<file path="src/rtl/wb_master_bridge_if.sv">
// Bundle of the native request/response channels and the Wishbone classic bus.
// The master modport is the bridge's view; the slave modport is the surrounding environment's view.
interface wb_master_bridge_if #(
  parameter int addr_width   = 32,
  parameter int data_width   = 32,
  parameter int strobe_width = data_width / 8
);
  logic                    req_valid;
  logic                    req_ready;
  logic [addr_width-1:0]   req_addr;
  logic [data_width-1:0]   req_wdata;
  logic [strobe_width-1:0] req_strobe;
  logic                    req_we;

  logic                    resp_valid;
  logic                    resp_ready;
  logic [data_width-1:0]   resp_rdata;
  logic                    resp_err;

  logic [addr_width-1:0]   wb_adr;
  logic [data_width-1:0]   wb_datwr;
  logic [data_width-1:0]   wb_datrd;
  logic                    wb_we;
  logic [strobe_width-1:0] wb_sel;
  logic                    wb_stb;
  logic                    wb_cyc;
  logic                    wb_ack;

  modport master (
    input  req_valid, req_addr, req_wdata, req_strobe, req_we,
    input  resp_ready, wb_datrd, wb_ack,
    output req_ready, resp_valid, resp_rdata, resp_err,
    output wb_adr, wb_datwr, wb_we, wb_sel, wb_stb, wb_cyc
  );

  modport slave (
    output req_valid, req_addr, req_wdata, req_strobe, req_we,
    output resp_ready, wb_datrd, wb_ack,
    input  req_ready, resp_valid, resp_rdata, resp_err,
    input  wb_adr, wb_datwr, wb_we, wb_sel, wb_stb, wb_cyc
  );
endinterface

</file>
<file path="src/rtl/wb_master_bridge.sv">
// Turns one valid/ready request into a single Wishbone classic cycle and returns one response.
// A bounded cycle counter aborts transfers the slave never acknowledges.
module wb_master_bridge #(
  parameter int addr_width   = 32,
  parameter int data_width   = 32,
  parameter int strobe_width = data_width / 8,
  parameter int timeout      = 255
) (
  input logic             clock,
  input logic             reset,
  wb_master_bridge_if.master bus
);

  localparam int cnt_width = (timeout > 0) ? $clog2(timeout + 1) : 1;
  localparam logic [cnt_width-1:0] cnt_last = cnt_width'((timeout > 0) ? timeout - 1 : 0);
  localparam logic [cnt_width-1:0] cnt_max  = '1;

  typedef enum logic [1:0] {IDLE, BUS, RESP} state_t;

  state_t                  state;
  state_t                  state_next;
  logic                    accept;
  logic                    ack_hit;
  logic                    time_hit;
  logic                    resp_fire;
  logic [cnt_width-1:0]    count;

  logic [addr_width-1:0]   adr_q;
  logic [data_width-1:0]   datwr_q;
  logic [strobe_width-1:0] sel_q;
  logic                    we_q;
  logic                    stb_q;
  logic                    resp_valid_q;
  logic [data_width-1:0]   resp_rdata_q;
  logic                    resp_err_q;

  always_comb begin
    state_next = state;
    accept     = 1'b0;
    ack_hit    = 1'b0;
    time_hit   = 1'b0;
    resp_fire  = 1'b0;
    case (state)
      IDLE: begin
        if (bus.req_valid) begin
          accept     = 1'b1;
          state_next = BUS;
        end
      end
      BUS: begin
        if (bus.wb_ack) begin
          ack_hit    = 1'b1;
          state_next = RESP;
        end else if ((timeout != 0) && (count == cnt_last)) begin
          time_hit   = 1'b1;
          state_next = RESP;
        end
      end
      RESP: begin
        if (bus.resp_ready) begin
          resp_fire  = 1'b1;
          state_next = IDLE;
        end
      end
      default: state_next = IDLE;
    endcase
  end

  // Every output except req_ready is a flop, so nothing on the Wishbone side reaches an output combinationally.
  always_ff @(posedge clock) begin
    if (reset) begin
      state        <= IDLE;
      count        <= '0;
      adr_q        <= '0;
      datwr_q      <= '0;
      sel_q        <= '0;
      we_q         <= 1'b0;
      stb_q        <= 1'b0;
      resp_valid_q <= 1'b0;
      resp_rdata_q <= '0;
      resp_err_q   <= 1'b0;
    end else begin
      state <= state_next;
      if (accept) begin
        adr_q   <= bus.req_addr;
        datwr_q <= bus.req_wdata;
        sel_q   <= bus.req_strobe;
        we_q    <= bus.req_we;
        stb_q   <= 1'b1;
        count   <= '0;
      end else if (ack_hit) begin
        stb_q        <= 1'b0;
        resp_rdata_q <= we_q ? '0 : bus.wb_datrd;
        resp_err_q   <= 1'b0;
        resp_valid_q <= 1'b1;
      end else if (time_hit) begin
        stb_q        <= 1'b0;
        resp_rdata_q <= '0;
        resp_err_q   <= 1'b1;
        resp_valid_q <= 1'b1;
      end else if ((state == BUS) && (count != cnt_max)) begin
        count <= count + 1'b1;
      end
      if (resp_fire) begin
        resp_valid_q <= 1'b0;
      end
    end
  end

  assign bus.req_ready  = (state == IDLE);
  assign bus.wb_adr     = adr_q;
  assign bus.wb_datwr   = datwr_q;
  assign bus.wb_sel     = sel_q;
  assign bus.wb_we      = we_q;
  assign bus.wb_stb     = stb_q;
  assign bus.wb_cyc     = stb_q;
  assign bus.resp_valid = resp_valid_q;
  assign bus.resp_rdata = resp_rdata_q;
  assign bus.resp_err   = resp_err_q;

endmodule

</file>
<file path="src/flat_wrapper.sv">
// flat-port wrapper written by rule: the top's interface ports become plain ports
module wb_master_bridge_flat 
#(
  parameter int addr_width   = 32,
  parameter int data_width   = 32,
  parameter int strobe_width = data_width / 8,
  parameter int timeout      = 255
)
  (clock, reset, bus_req_valid, bus_req_addr, bus_req_wdata, bus_req_strobe, bus_req_we, bus_resp_ready, bus_wb_datrd, bus_wb_ack, bus_req_ready, bus_resp_valid, bus_resp_rdata, bus_resp_err, bus_wb_adr, bus_wb_datwr, bus_wb_we, bus_wb_sel, bus_wb_stb, bus_wb_cyc);
  wb_master_bridge_if #(.addr_width(addr_width), .data_width(data_width), .strobe_width(strobe_width)) bus_i ();
  input logic clock;
  input logic reset;
  input wire logic [$bits(bus_i.req_valid)-1:0] bus_req_valid;
  input wire logic [$bits(bus_i.req_addr)-1:0] bus_req_addr;
  input wire logic [$bits(bus_i.req_wdata)-1:0] bus_req_wdata;
  input wire logic [$bits(bus_i.req_strobe)-1:0] bus_req_strobe;
  input wire logic [$bits(bus_i.req_we)-1:0] bus_req_we;
  input wire logic [$bits(bus_i.resp_ready)-1:0] bus_resp_ready;
  input wire logic [$bits(bus_i.wb_datrd)-1:0] bus_wb_datrd;
  input wire logic [$bits(bus_i.wb_ack)-1:0] bus_wb_ack;
  output wire logic [$bits(bus_i.req_ready)-1:0] bus_req_ready;
  output wire logic [$bits(bus_i.resp_valid)-1:0] bus_resp_valid;
  output wire logic [$bits(bus_i.resp_rdata)-1:0] bus_resp_rdata;
  output wire logic [$bits(bus_i.resp_err)-1:0] bus_resp_err;
  output wire logic [$bits(bus_i.wb_adr)-1:0] bus_wb_adr;
  output wire logic [$bits(bus_i.wb_datwr)-1:0] bus_wb_datwr;
  output wire logic [$bits(bus_i.wb_we)-1:0] bus_wb_we;
  output wire logic [$bits(bus_i.wb_sel)-1:0] bus_wb_sel;
  output wire logic [$bits(bus_i.wb_stb)-1:0] bus_wb_stb;
  output wire logic [$bits(bus_i.wb_cyc)-1:0] bus_wb_cyc;
  assign bus_i.req_valid = bus_req_valid;
  assign bus_i.req_addr = bus_req_addr;
  assign bus_i.req_wdata = bus_req_wdata;
  assign bus_i.req_strobe = bus_req_strobe;
  assign bus_i.req_we = bus_req_we;
  assign bus_i.resp_ready = bus_resp_ready;
  assign bus_i.wb_datrd = bus_wb_datrd;
  assign bus_i.wb_ack = bus_wb_ack;
  assign bus_req_ready = bus_i.req_ready;
  assign bus_resp_valid = bus_i.resp_valid;
  assign bus_resp_rdata = bus_i.resp_rdata;
  assign bus_resp_err = bus_i.resp_err;
  assign bus_wb_adr = bus_i.wb_adr;
  assign bus_wb_datwr = bus_i.wb_datwr;
  assign bus_wb_we = bus_i.wb_we;
  assign bus_wb_sel = bus_i.wb_sel;
  assign bus_wb_stb = bus_i.wb_stb;
  assign bus_wb_cyc = bus_i.wb_cyc;
  wb_master_bridge #(.addr_width(addr_width), .data_width(data_width), .strobe_width(strobe_width), .timeout(timeout)) u_core (.clock(clock), .reset(reset), .bus(bus_i));
endmodule
</file>
<file path="config.mk">
export PLATFORM = sky130hd
export DESIGN_NAME = wb_master_bridge_flat
export DESIGN_NICKNAME = d
export VERILOG_FILES = /design/src/rtl/wb_master_bridge_if.sv /design/src/rtl/wb_master_bridge.sv /design/src/flat_wrapper.sv
export SDC_FILE = /design/constraint.sdc
export NUM_CORES = 1
export LEC_CHECK = 0
export ABC_AREA = 1
export CAP_MARGIN = 40
export CELL_PAD_IN_SITES_DETAIL_PLACEMENT = 1
export CELL_PAD_IN_SITES_GLOBAL_PLACEMENT = 1
export CORE_ASPECT_RATIO = 1.25
export CORE_MARGIN = 10
export CORE_UTILIZATION = 45
export DETAILED_ROUTE_END_ITERATION = 12
export DONT_BUFFER_PORTS = 1
export PLACE_DENSITY = 0.79
export SKIP_LAST_GASP = 1
export SLEW_MARGIN = 0
export SYNTH_ARGS = -nofsm -noshare
export SYNTH_HDL_FRONTEND = slang
export SYNTH_SLANG_ARGS = --single-unit
</file>
<file path="constraint.sdc">
create_clock -name clock -period 2.8 [get_ports clock]
set_input_delay 0.7 -clock clock [delete_from_list [all_inputs] [get_ports clock]]
set_output_delay 0.7 -clock clock [all_outputs]
set_load 0.03 [all_outputs]
</file>
==> metrics.md <==
| Metric | Value |
|---|---|
| # rows | `39` |
| Die Ht | `128 um` |
| Fin Setup TNS | `0 ns` |
| CP max stage cell | `nor2_4` |
| Worst r2r path cells | `7` |
| Slew margin rel. | `53.7%` |
| Most common cell on crit path | `nand2_1` |
| Htree depth | `4` |
| Via density | `5.41` |
| Pre-CTS setup slack | `0.868 ns` |
| M1 GR Usage | `17.0%` |
| Placer Congestion | `0.780` |
| Ports | `212` |
| Clock Skew | `0.00702 ns` |
| Num CTS Buffers | `17` |
| Setup Buffers After CTS | `0` |
| P_int | `3450 uW` |
| Post-DRT Antenna Nets | `0` |
| CP required | `3.13 ns` |
| Max_cap viols | `0` |
| Vias in the first global route | `3898` |
| Nets | `642` |
| Crit path DAT | `2.25 ns` |
| Max VDD drop | `0.474 mV` |
| CP delay by family, top | `simple AND/OR/NAND/NOR gates` |
| Crit path kind | `register to register` |
| Largest net degree at the start of global routing | `67` |
| Reg-to-reg slack, setup | `0.88 ns` |
| GRT met3 Usage | `12.0%` |
| CTS Hold Buffers Added | `0` |
| Post-synth cell types | `23` |
| Residual DRC | `0` |
| Initial antenna violation count | `0` |
| CTS Root Cell | `clkbuf_16` |
| Synthesized instance count | `546` |
| Global routing usage on met2 | `32.2%` |
| CP startpoint kind | `register` |
| Clock power frac | `50.4%` |
| #FFs+latches synth | `114` |
| Reg-to-Reg Start | `u_core.state[1]` |
| Cell Count, Final, Fillers Out | `670` |
| Netlist Area Pre-Place | `4220 sq um` |
| Hold path start | `reset` |
| Most frequent cells in the layout | `146 x nor2_1, 114 x dfxtp_1, 71 x o21ai_0, 69 x nand2_1, 43 x a21oi_1` |
| Sequential Power Share | `43.9%` |
| Hold Vio Cnt, Final | `0` |
| Starting DRT DRC Count | `116` |
| Setup crit end kind | `register` |
| Register area share after synthesis | `54.1%` |
| Crit path buf inv count | `2` |
| Leak | `0.00191 uW` |
| Net Switching | `1220 uW` |
| Min setup slack post-route | `0.878 ns` |
| Fin crit share | `68.6%` |
| Worst-Margin Slew | `0.693 ns` |
| Status | `completed` |
| Commonest non-fill, non-tap cell in the layout | `nor2_1` |
| Power Density | `952 nW/um^2` |
| 1st-pass router iterations | `4` |
| Sink Count | `114` |
| Diodes inserted | `0` |
| Starting Density | `46.0%` |
| TritonCTS clock tree | `yes` |
| Fmax | `0.520 GHz` |
| Clk Latency, worst-skew pair | `0.41 ns` |
| Layout Area Growth over Synthesis | `16.1%` |
| Hold Worst Slack | `0.360 ns` |
| Final setup violation count | `0` |
| Gate power share | `5.7%` |
| Core box area | `9170 sq um` |
| Via count | `3625` |
| Worst hold stages | `1` |
| Synth Area per Inst | `7.73 sq um` |
| PortBufs | `0` |
| Total grt overflow | `0` |
| CP startpoint | `u_core.state[1]` |
| Hold WC Path Type | `input pin to register` |
| Most Crowded Layer GR | `met2` |
| CTS resizes | `0` |
| Fin crit period | `1.92 ns` |
| CP max stage delay | `0.62 ns` |
| Fillers | `1125` |
| Unrepaired setup endpoints after global routing | `no` |
| Sw Share | `26.1%` |
| First-pass GRT wire length | `20.4 mm` |
| Worst-path fanout max | `36` |
| HPWL Detailed | `9.37 mm` |
| Pwr Total | `4660 uW` |
| Gr usage total | `18.7%` |
| Slew Limit Fails | `0` |
| Worst-path clk slew | `0.05 ns` |
| Routed length per instance | `19.5 um` |
| Bufs on Longest Clock Path | `2` |
| Inst Count DP | `638` |
| Worst-path cell chain | `inv_1 > nand2_1 > inv_2 > nand2_4 > nor2_4 > nand2_1 > a21oi_1` |
| DIE AREA | `13700 sq um` |
| Warnings, synthesis | `0` |
| Post-Route WL | `13.1 mm` |
| Die Wd | `107 um` |
| CP Depth | `7` |
| Fraction of layout instances using a drive strength above 1 | `8.41%` |
| Net Count, Synth | `654` |
[stage by stage]
step	instance area [sq um]	util, %
2_1_floorplan	4220	-
3_3_place_gp	4250	46.4
3_5_place_dp	4250	46.4
4_1_cts	4900	53.4
5_1_grt	4900	53.4
6_report	4900	53.4
[state kept, by name (all words and copies together) (netlist names)]
name / flops
u_core.bus.wb_sel: 4
u_core.bus.resp_rdata: 32
u_core.bus.wb_cyc: 1
u_core.bus.resp_valid: 1
u_core.state: 2
u_core.count: 8
u_core.bus.resp_err: 1
u_core.bus.wb_we: 1
u_core.bus.wb_datwr: 32
u_core.bus.wb_adr: 32
[power by group through the flow]
stage,Sequential [uW],Combinational [uW],Clock (uW)
CTS,2050,273,2380
floorplan,2040,232,0
global placement,2080,251,0
finish,2050,267,2350
detailed placement,2090,268,0
global route,2060,313,2460
[synth_stat cells]
cell      count  share of area, %
nand3b_1      2              0.36
clkbuf_1     18               1.6
inv_1        11              0.98
nand2_1      69               6.1
xor2_1        3              0.62
a21oi_1      43               5.1
nor2_2        4              0.59
o21bai_1      1              0.18
inv_2         4              0.36
nor2_1      146                13
nor2_4        1              0.27
dfxtp_1     114                54
nor3_1        1              0.12
buf_4         1              0.18
nand2_4       1              0.27
nand3_1      34               4.0
nand3_2       2              0.47
nand2_2       1              0.15
o21ai_0      71               8.4
buf_2        13               1.5
nand4_1       1              0.15
ha_1          2              0.59
buf_6         3              0.80
[cells by family after synthesis]
kind of cell	Yosys count	synth area share, %
DFF	114	54.1
adders and majority gates	2	0.593
xor gates and xnor gates	3	0.623
and+or+nand+nor	262	25.5
AOI/OAI and AO/OA	115	13.7
buffers and inverters	50	5.46
[path summary, 6_finish.rpt]
check | to
setup reg to reg | u_core.bus.resp_rdata[13]
setup / recovery | u_core.bus.resp_rdata[13]
hold reg to reg | u_core.count[0]
hold / removal | u_core.bus.resp_rdata[4]
[layout make-up]
class	instances	area, sq um	share of cell area [%]
Inverter	15	56.3	1.15
Sequential cell	114	2280	46.6
Clock inverter	10	180	3.68
Multi-Input combinational cell	382	1710	34.8
Tap cell	123	154	3.14
Clock buffer	22	464	9.48
Timing Repair Buffer	4	55.1	1.12
[per-layer routing]
metal  up-vias  part of all wire, %
li1       1741                    -
met1      1709                   34
met2       153                   51
met3        22                   14
met4         0                  1.8
met5         -                    0
Note: power is estimated with default switching activity, not from simulation.
